$ cat src/rtl/eic_vectored.sv
// Vectored external interrupt controller: per-channel sense mode and mask,
// pending latch with software set/clear, and fixed-priority arbitration
// (highest channel index wins) onto the MIPS EIC port with an acknowledge
// handshake. Optional macro EIC_SYNC_EN inserts a 2-flop synchroniser per
// input bit and lengthens the post-reset warm-up to match.
module eic_vectored #(
    parameter int unsigned CHANNELS = 16
) (
    input  logic                CLK,
    input  logic                RESETn,
    input  logic [CHANNELS-1:0] signal,
    input  logic                cfg_we,
    input  logic [7:0]          cfg_ch,
    input  logic                cfg_mask,
    input  logic [1:0]          cfg_sense,
    input  logic                sw_we,
    input  logic [7:0]          sw_ch,
    input  logic                sw_val,
    input  logic                EIC_IAck,
    output logic [CHANNELS-1:0] pending,
    output logic [7:0]          EIC_Interrupt,
    output logic [5:0]          EIC_Vector,
    output logic [16:0]         EIC_Offset,
    output logic [3:0]          EIC_ShadowSet
);

    typedef enum logic [1:0] {
        IDLE    = 2'd0,
        PRESENT = 2'd1,
        HOLD    = 2'd2
    } state_t;

`ifdef EIC_SYNC_EN
    localparam logic [2:0] WARMUP = 3'd4;
`else
    localparam logic [2:0] WARMUP = 3'd2;
`endif

    logic [CHANNELS-1:0]      sampled;
    logic [CHANNELS-1:0]      hist_new_q;
    logic [CHANNELS-1:0]      hist_old_q;
    logic [2:0]               warm_q;
    logic [CHANNELS-1:0]      mask_q;
    logic [CHANNELS-1:0][1:0] sense_q;
    logic [CHANNELS-1:0]      ev;
    logic [CHANNELS-1:0]      pending_q, pending_d;
    logic [CHANNELS-1:0]      req;
    logic [7:0]               win;
    logic [7:0]               int_q, int_d;
    state_t                   state_q, state_d;
    logic                     ack_hit;
    logic [7:0]               ack_ch;

`ifdef EIC_SYNC_EN
    logic [CHANNELS-1:0] sync1_q, sync2_q;

    // Two-flop synchroniser for asynchronous interrupt sources
    always_ff @(posedge CLK or negedge RESETn) begin
        if (!RESETn) begin
            sync1_q <= '0;
            sync2_q <= '0;
        end else begin
            sync1_q <= signal;
            sync2_q <= sync1_q;
        end
    end

    assign sampled = sync2_q;
`else
    assign sampled = signal;
`endif

    // Sample history and warm-up countdown after reset
    always_ff @(posedge CLK or negedge RESETn) begin
        if (!RESETn) begin
            hist_new_q <= '0;
            hist_old_q <= '0;
            warm_q     <= WARMUP;
        end else begin
            hist_new_q <= sampled;
            hist_old_q <= hist_new_q;
            if (warm_q != 3'd0) warm_q <= warm_q - 3'd1;
        end
    end

    // Per-channel configuration registers; out-of-range channels match nothing
    always_ff @(posedge CLK or negedge RESETn) begin
        if (!RESETn) begin
            mask_q  <= '0;
            sense_q <= '0;
        end else begin
            for (int unsigned i = 0; i < CHANNELS; i++) begin
                if (cfg_we && cfg_ch == 8'(i)) begin
                    mask_q[i]  <= cfg_mask;
                    sense_q[i] <= cfg_sense;
                end
            end
        end
    end

    // Sense-mode event decode, suppressed until the history holds real samples
    always_comb begin
        ev = '0;
        for (int unsigned i = 0; i < CHANNELS; i++) begin
            case (sense_q[i])
                2'b00:   ev[i] = ~hist_old_q[i] & ~hist_new_q[i];
                2'b01:   ev[i] =  hist_old_q[i] ^  hist_new_q[i];
                2'b10:   ev[i] =  hist_old_q[i] & ~hist_new_q[i];
                default: ev[i] = ~hist_old_q[i] &  hist_new_q[i];
            endcase
        end
        if (warm_q != 3'd0) ev = '0;
    end

    assign ack_hit = (state_q == PRESENT) && EIC_IAck;
    assign ack_ch  = int_q - 8'd1;

    // Pending update: level follows the event; edge latches with sw/ack
    // applied first and a new edge ORed in last so it is never lost
    always_comb begin
        pending_d = pending_q;
        for (int unsigned i = 0; i < CHANNELS; i++) begin
            if (sense_q[i] == 2'b00) begin
                pending_d[i] = ev[i];
            end else begin
                if (sw_we && sw_ch == 8'(i))
                    pending_d[i] = sw_val;
                else if (ack_hit && ack_ch == 8'(i))
                    pending_d[i] = 1'b0;
                pending_d[i] = pending_d[i] | ev[i];
            end
            if (cfg_we && cfg_ch == 8'(i) && cfg_sense != sense_q[i])
                pending_d[i] = 1'b0;
        end
    end

    // Pending flags
    always_ff @(posedge CLK or negedge RESETn) begin
        if (!RESETn) pending_q <= '0;
        else         pending_q <= pending_d;
    end

    assign req = pending_q & mask_q;

    // Fixed priority: the highest-index active request wins
    always_comb begin
        win = '0;
        for (int unsigned i = 0; i < CHANNELS; i++) begin
            if (req[i]) win = 8'(i);
        end
    end

    // Presentation FSM next state and registered vector
    always_comb begin
        state_d = state_q;
        int_d   = int_q;
        case (state_q)
            IDLE: begin
                if (req != '0) begin
                    int_d   = win + 8'd1;
                    state_d = PRESENT;
                end
            end
            PRESENT: begin
                if (EIC_IAck) begin
                    int_d   = '0;
                    state_d = HOLD;
                end else if (req == '0) begin
                    int_d   = '0;
                    state_d = IDLE;
                end else begin
                    int_d   = win + 8'd1;
                end
            end
            HOLD: begin
                int_d   = '0;
                state_d = IDLE;
            end
            default: begin
                int_d   = '0;
                state_d = IDLE;
            end
        endcase
    end

    // FSM state and vector registers
    always_ff @(posedge CLK or negedge RESETn) begin
        if (!RESETn) begin
            state_q <= IDLE;
            int_q   <= '0;
        end else begin
            state_q <= state_d;
            int_q   <= int_d;
        end
    end

    assign pending       = pending_q;
    assign EIC_Interrupt = int_q;
    assign EIC_Vector    = int_q[5:0];
    assign EIC_Offset    = '0;
    assign EIC_ShadowSet = '0;

endmodule

$ cat config.mk
export PLATFORM = sky130hd
export DESIGN_NAME = eic_vectored
export DESIGN_NICKNAME = d
export VERILOG_FILES = /design/src/rtl/eic_vectored.sv
export SDC_FILE = /design/constraint.sdc
export NUM_CORES = 1
export LEC_CHECK = 0
export ABC_AREA = 1
export CAP_MARGIN = 20
export CELL_PAD_IN_SITES_DETAIL_PLACEMENT = 0
export CELL_PAD_IN_SITES_GLOBAL_PLACEMENT = 1
export CORE_ASPECT_RATIO = 1.4
export CORE_UTILIZATION = 25
export CTS_CLUSTER_DIAMETER = 30
export DETAILED_ROUTE_END_ITERATION = 8
export GPL_TIMING_DRIVEN = 0
export PLACE_DENSITY_LB_ADDON = 0.15
export SKIP_LAST_GASP = 1
export SLEW_MARGIN = 40
export SYNTH_ARGS = -nofsm -noshare
export SYNTH_HDL_FRONTEND = slang
export SYNTH_SLANG_ARGS = --single-unit
$ cat constraint.sdc
create_clock -name CLK -period 4.1 [get_ports CLK]
set_input_delay 0.82 -clock CLK [delete_from_list [all_inputs] [get_ports CLK]]
set_output_delay 0.82 -clock CLK [all_outputs]
set_load 0.01 [all_outputs]
=== After elaboration in Yosys (flattened, before gate mapping) ===
Cells that the tools add are included.

* Add/subtract/negate cells: 3
* Equal/unequal tests: 96
* Multiplexer cells: 120
* Bitwise logic cells: 113
* Reductions and logical operators: 89

{| class="wikitable"
|+ Operators with widths
! kind !! number
|-
| $eq 8x4->1 const B || 24
|-
| $mux 8 || 17
|-
| $eq 8x3->1 const B || 12
|-
| $mux 1 || 81
|-
| $logic_and 1x1->1 || 65
|-
| $and 1x1->1 || 48
|-
| $eq 8x2->1 const B || 6
|-
| $pmux 1 s3 || 16
|-
| $eq 2x1->1 const B || 17
|-
| $logic_not 2->1 || 17
|-
| $eq 2x2->1 const B || 16
|-
| $ne 2x2->1 || 16
|-
| $not 1->1 || 32
|-
| $eq 8x1->1 const B || 3
|-
| $logic_not 8->1 || 3
|-
| $and 16x16->16 || 1
|-
| $logic_not 16->1 || 1
|-
| $mux 16 || 1
|-
| $or 1x1->1 || 16
|-
| $pmux 8 s2 || 1
|-
| $reduce_bool 16->1 || 1
|-
| $xor 1x1->1 || 16
|-
| $add 8x1->8 const B || 1
|-
| $sub 8x1->8 const B || 1
|-
| 7 further kinds || 9
|}

* Register bits after elaboration: 109
* Bits of input ports: 41
* Output and inout port bits: 51
* Word-level logic and storage cells: 459

=== Longest topological paths before layout ===
* Depth after elaboration: 20
* Depth in mapped cells: 20
* Depth with buffers taken out: 20

=== Worst setup path before layout ===
Ideal clock, no wire load.

* Path type: input -> register
* Start: input cfg_ch[5]
* End: register mask_q[10]
* Setup time: 0.128 ns
* Arrival time: 1.979 ns
* Required time: 3.972 ns
* Slack: 1.994 ns
* Stages on the path: 6
* Path buffers: 0
* Path through: nor4_4 inv_2 nor4_4 inv_2 nor2_4 mux2_1

* Word-level cells in the longest chain between the ends: 2

{| class="wikitable"
|+ Ends and longest elaborated chain
! item !! line !! RTL
|-
| from (decl) || 13 || <nowiki>input logic [7:0] cfg_ch,</nowiki>
|-
| $eq 8x4->1 || 93 || <nowiki>if (cfg_we && cfg_ch == 8'(i)) begin</nowiki>
|-
| $logic_and 1x1->1 || 93 ||
|-
| to (signal, indexed assignment) || 94 || <nowiki>mask_q[i] <= cfg_mask;</nowiki>
|-
| to (decl) || 43 || <nowiki>logic [CHANNELS-1:0] mask_q;</nowiki>
|}

Every way passes these cells.
A chain may end at the register's enable or synchronous reset.

=== Worst setup path in the final report ===
* Start: input cfg_ch[5]
* End: register mask_q[13]

The elaborated chain is that of the path after synthesis.

==> impl_metrics.json <==
{
  "crit_type": "input pin to flop",
  "tritoncts": "done",
  "required_ps": 4340,
  "synth_xor_area_share_pct": 0.5952,
  "syn_inst": 741,
  "vias": 5145,
  "cp_cell_sequence": "clkdlybuf4s50_1 -> nor4_4 -> nand3_1 -> nor2_1 -> mux2_2",
  "die_w_um": 131.7,
  "antenna_found_initial": 0,
  "setup_viol": 0,
  "cts_buffers": 9,
  "fillCellCount": 2493,
  "rows": 66,
  "synth_top_area_cell": "dfrtp_1",
  "path_clk_slew_ps": 80,
  "drt_first_pass_iters": 5,
  "ys_types": 33,
  "rsz0062_at_grt": "no",
  "cpPeakStageDelay_ps": 490,
  "die_h_um": 183.6,
  "cts_hold_buf": 0,
  "start_util_pct": 25.36,
  "worstSetupEndpointType": "flop",
  "min_period_over_period_pct": 63.11,
  "routedWlPerCell_um": 15.90,
  "grt_pass1_vias": 5036,
  "postCtsSetupRepairBufs": 0,
  "drive_gt1_share_pct": 7.547,
  "drt_iter0_drc": 285,
  "slew_headroom_pct": 44.26,
  "nets": 903,
  "r2r-start": "warm_q[0]",
  "vias_per_cell": 4.458,
  "place.gp.congestion": 0.7927,
  "synth_compound_area_share_pct": 18.52,
  "reg2reg_to": "pending[8]",
  "clock_latency_ps": 350,
  "clockBufferDepth": 2,
  "track_usage_pct": 15.76,
  "path_depth": 5,
  "synth_area_per_cell_um2": 7.943,
  "grt_max_degree": 68,
  "cts_sinks": 106,
  "hpwl_mm": 13.83,
  "synth-seq-cells": 106,
  "worstPathMaxFanout": 6,
  "slowest_stage": "nor4_4",
  "synthToLayoutAreaGrowth_pct": 25.15,
  "arrival_ps": 2830,
  "ant_nets": 0,
  "run_status": "finished, final reports clean",
  "syn-cell-area_um2": 5886,
  "synth_top_family_by_area": "simple AND/OR/NAND/NOR gates",
  "fin_util_pct": 31.74,
  "synth-simple-area-share_pct": 20.28,
  "die-area_um2": 24170,
  "finalHoldViolCount": 0,
  "ir_drop_mv": 0.1938,
  "critPathLaunch": "cfg_ch[5]",
  "power.total_mw": 3.015,
  "fmax_ghz": 0.3865,
  "muxShareOfSynthArea_pct": 0.9566,
  "overflow": 0,
  "powerDensity_nw_per_um2": 409.3,
  "r2r_slack_ps": 1740,
  "routed_wirelength_mm": 18.35,
  "synth_warnings": 0,
  "cpLargestDelayFamily": "simple AND/OR/NAND/NOR gates",
  "coreArea_um2": 23200,
  "leakagePower_nw": 3.321,
  "port_buffers": 66,
  "maxCapViolations": 0,
  "drv_slew": 0,
  "r2r_cells": 9,
  "multi_input_area_um2": 2706,
  "ys_seq_area_share_pct": 45.09,
  "tightest_slew_ps": 836.1,
  "h-tree-depth": 3,
  "register_area_um2": 2654,
  "root_buffer": "clkbuf_16",
  "io-pin-count": 92,
  "ctsResizeCount": 0,
  "grt_pass1_wl_mm": 28.84,
  "worstSetupEndpoint": "mask_q[13]",
  "synth_adder_area_share_pct": 4.039,
  "stdcell_area_um2": 7366,
  "netlist.area_leader.share_pct": 44.64,
  "post-route-drc-count": 0,
  "fin_skew_ps": 9.021,
  "placed_area_um2": 7052,
  "finalSetupTns_ps": 0,
  "n_antenna_cell": 0,
  "synthTopCellsByArea": "dfrtp_1 45%, nand2_1 12%, o21ai_0 8.1%",
  "crit_path_start_kind": "input pin",
  "fin_crit_ps": 2587,
  "path_buf_inv": 1,
  "hp-class": "input pin to asynchronous set/reset pin"
}
==> cell usage in the layout, fill, tap and decap left out, types with 2 or more instances in the layout <==
master	synthesis	final
clkbuf_8	0	2
clkbuf_16	0	9
nor4_4	3	3
o211ai_1	10	10
a41oi_1	4	4
inv_2	3	3
nand2_1	189	189
mux2_2	2	2
clkbuf_1	11	11
nand3_1	8	8
nor2_4	5	5
nor3_1	5	5
a21oi_1	62	62
xor2_1	3	3
ha_1	19	19
clkdlybuf4s50_1	0	65
mux2_1	3	3
o21ai_0	95	95
o22ai_1	7	7
conb_1	1	25
nor2_1	42	42
buf_4	30	30
clkinv_4	0	2
inv_1	90	90
a211oi_1	17	17
dfrtp_1	105	105
nand4_1	17	17
==> through the flow <==
step	cells	setup WS [ps]	hold slack, ps
after floorplan	765	1994	381.1
after global placement	1137	-2452	396.4
after detailed placement	1138	1112	394.9
after CTS	1154	1491	352.4
after global routing	1154	1362	366.0
final	1154	1513	345.7
==> worst reg2reg max path: cells and delay by family, from the launching register on <==
kind	cells	cell delay [ps]
buffers and inverters	4	760
adder cells (fa/ha/maj)	1	160
flip-flops	1	360
AO/OA/AOI/OAI	3	480
AND/OR/NAND/NOR	1	550
==> how the worst min path moves through the flow <==
stage                    from              to  depth (start not counted)
2_1_floorplan   hist_new_q[0]   hist_old_q[0]                          0
3_3_place_gp   hist_new_q[14]  hist_old_q[14]                          0
3_5_place_dp    hist_new_q[1]   hist_old_q[1]                          0
4_1_cts                RESETn     pending[13]                          1
5_1_grt                RESETn  hist_old_q[13]                          1
6_report               RESETn  hist_new_q[15]                          1
==> routing by layer <==
metal / global-route usage (%) / up-vias / wire [µm]
met5: 0 / - / 0
met4: 4.512 / 0 / 245
met3: 2.206 / 14 / 592
met2: 28.19 / 94 / 9402
met1: 19.60 / 2418 / 8109
li1: - / 2619 / -
==> report_power, final <==
group | internal, mW | switching (mW)
Sequential | 1.15 | 0.113
Clock | 0.511 | 0.415
Combinational | 0.345 | 0.482
Total | 2.00 | 1.01
==> area by class of cell <==
cell class	instances	share of cell area (%)
flip-flops and latches	106	36.03
clock inverters	5	0.8323
well taps	306	5.198
multi-input cells	525	36.74
clock buffers	11	3.431
plain buffers	41	3.618
inverters	93	4.739
repair buffers	67	9.411
==> synthesized netlist by cell type <==
master and number:
nand2_1 189, a21boi_0 1, a21oi_1 62, mux2_1 3
a211oi_1 17, dfrtp_1 105, o221ai_1 1, and3_1 1
inv_2 3, xnor2_1 1, or2_1 1, ha_1 19
clkbuf_1 11, a41oi_1 4, nor2_2 1, o211ai_1 10
nor4_4 3, o21ai_0 95, mux2_2 2, nand3_2 1
xor2_1 3, nor2_1 42, nor4_1 1, conb_1 1
nand3_1 8, a31oi_1 1, nor3_1 5, o22ai_1 7
inv_1 90, nand4_1 17, dfstp_2 1, nor2_4 5
buf_4 30
==> logic make-up (layout without fill, tap and decap cells) <==
logic type,count (synthesis),after routing
flops,106,106
buf+inv,134,217
simple gates,274,274
mux,5,5
xor+xnor,4,4
fa+ha+maj,19,19
compound gates,198,198
other cells,1,25
==> state kept, by name, summed over array words and instances, names as in the netlist <==
register / flops
state_q: 2
mask_q: 16
warm_q: 3
EIC_Interrupt: 5
sense_q: 32
hist_new_q: 16
hist_old_q: 16
pending: 16
Note: power is estimated with default switching activity, not from simulation.
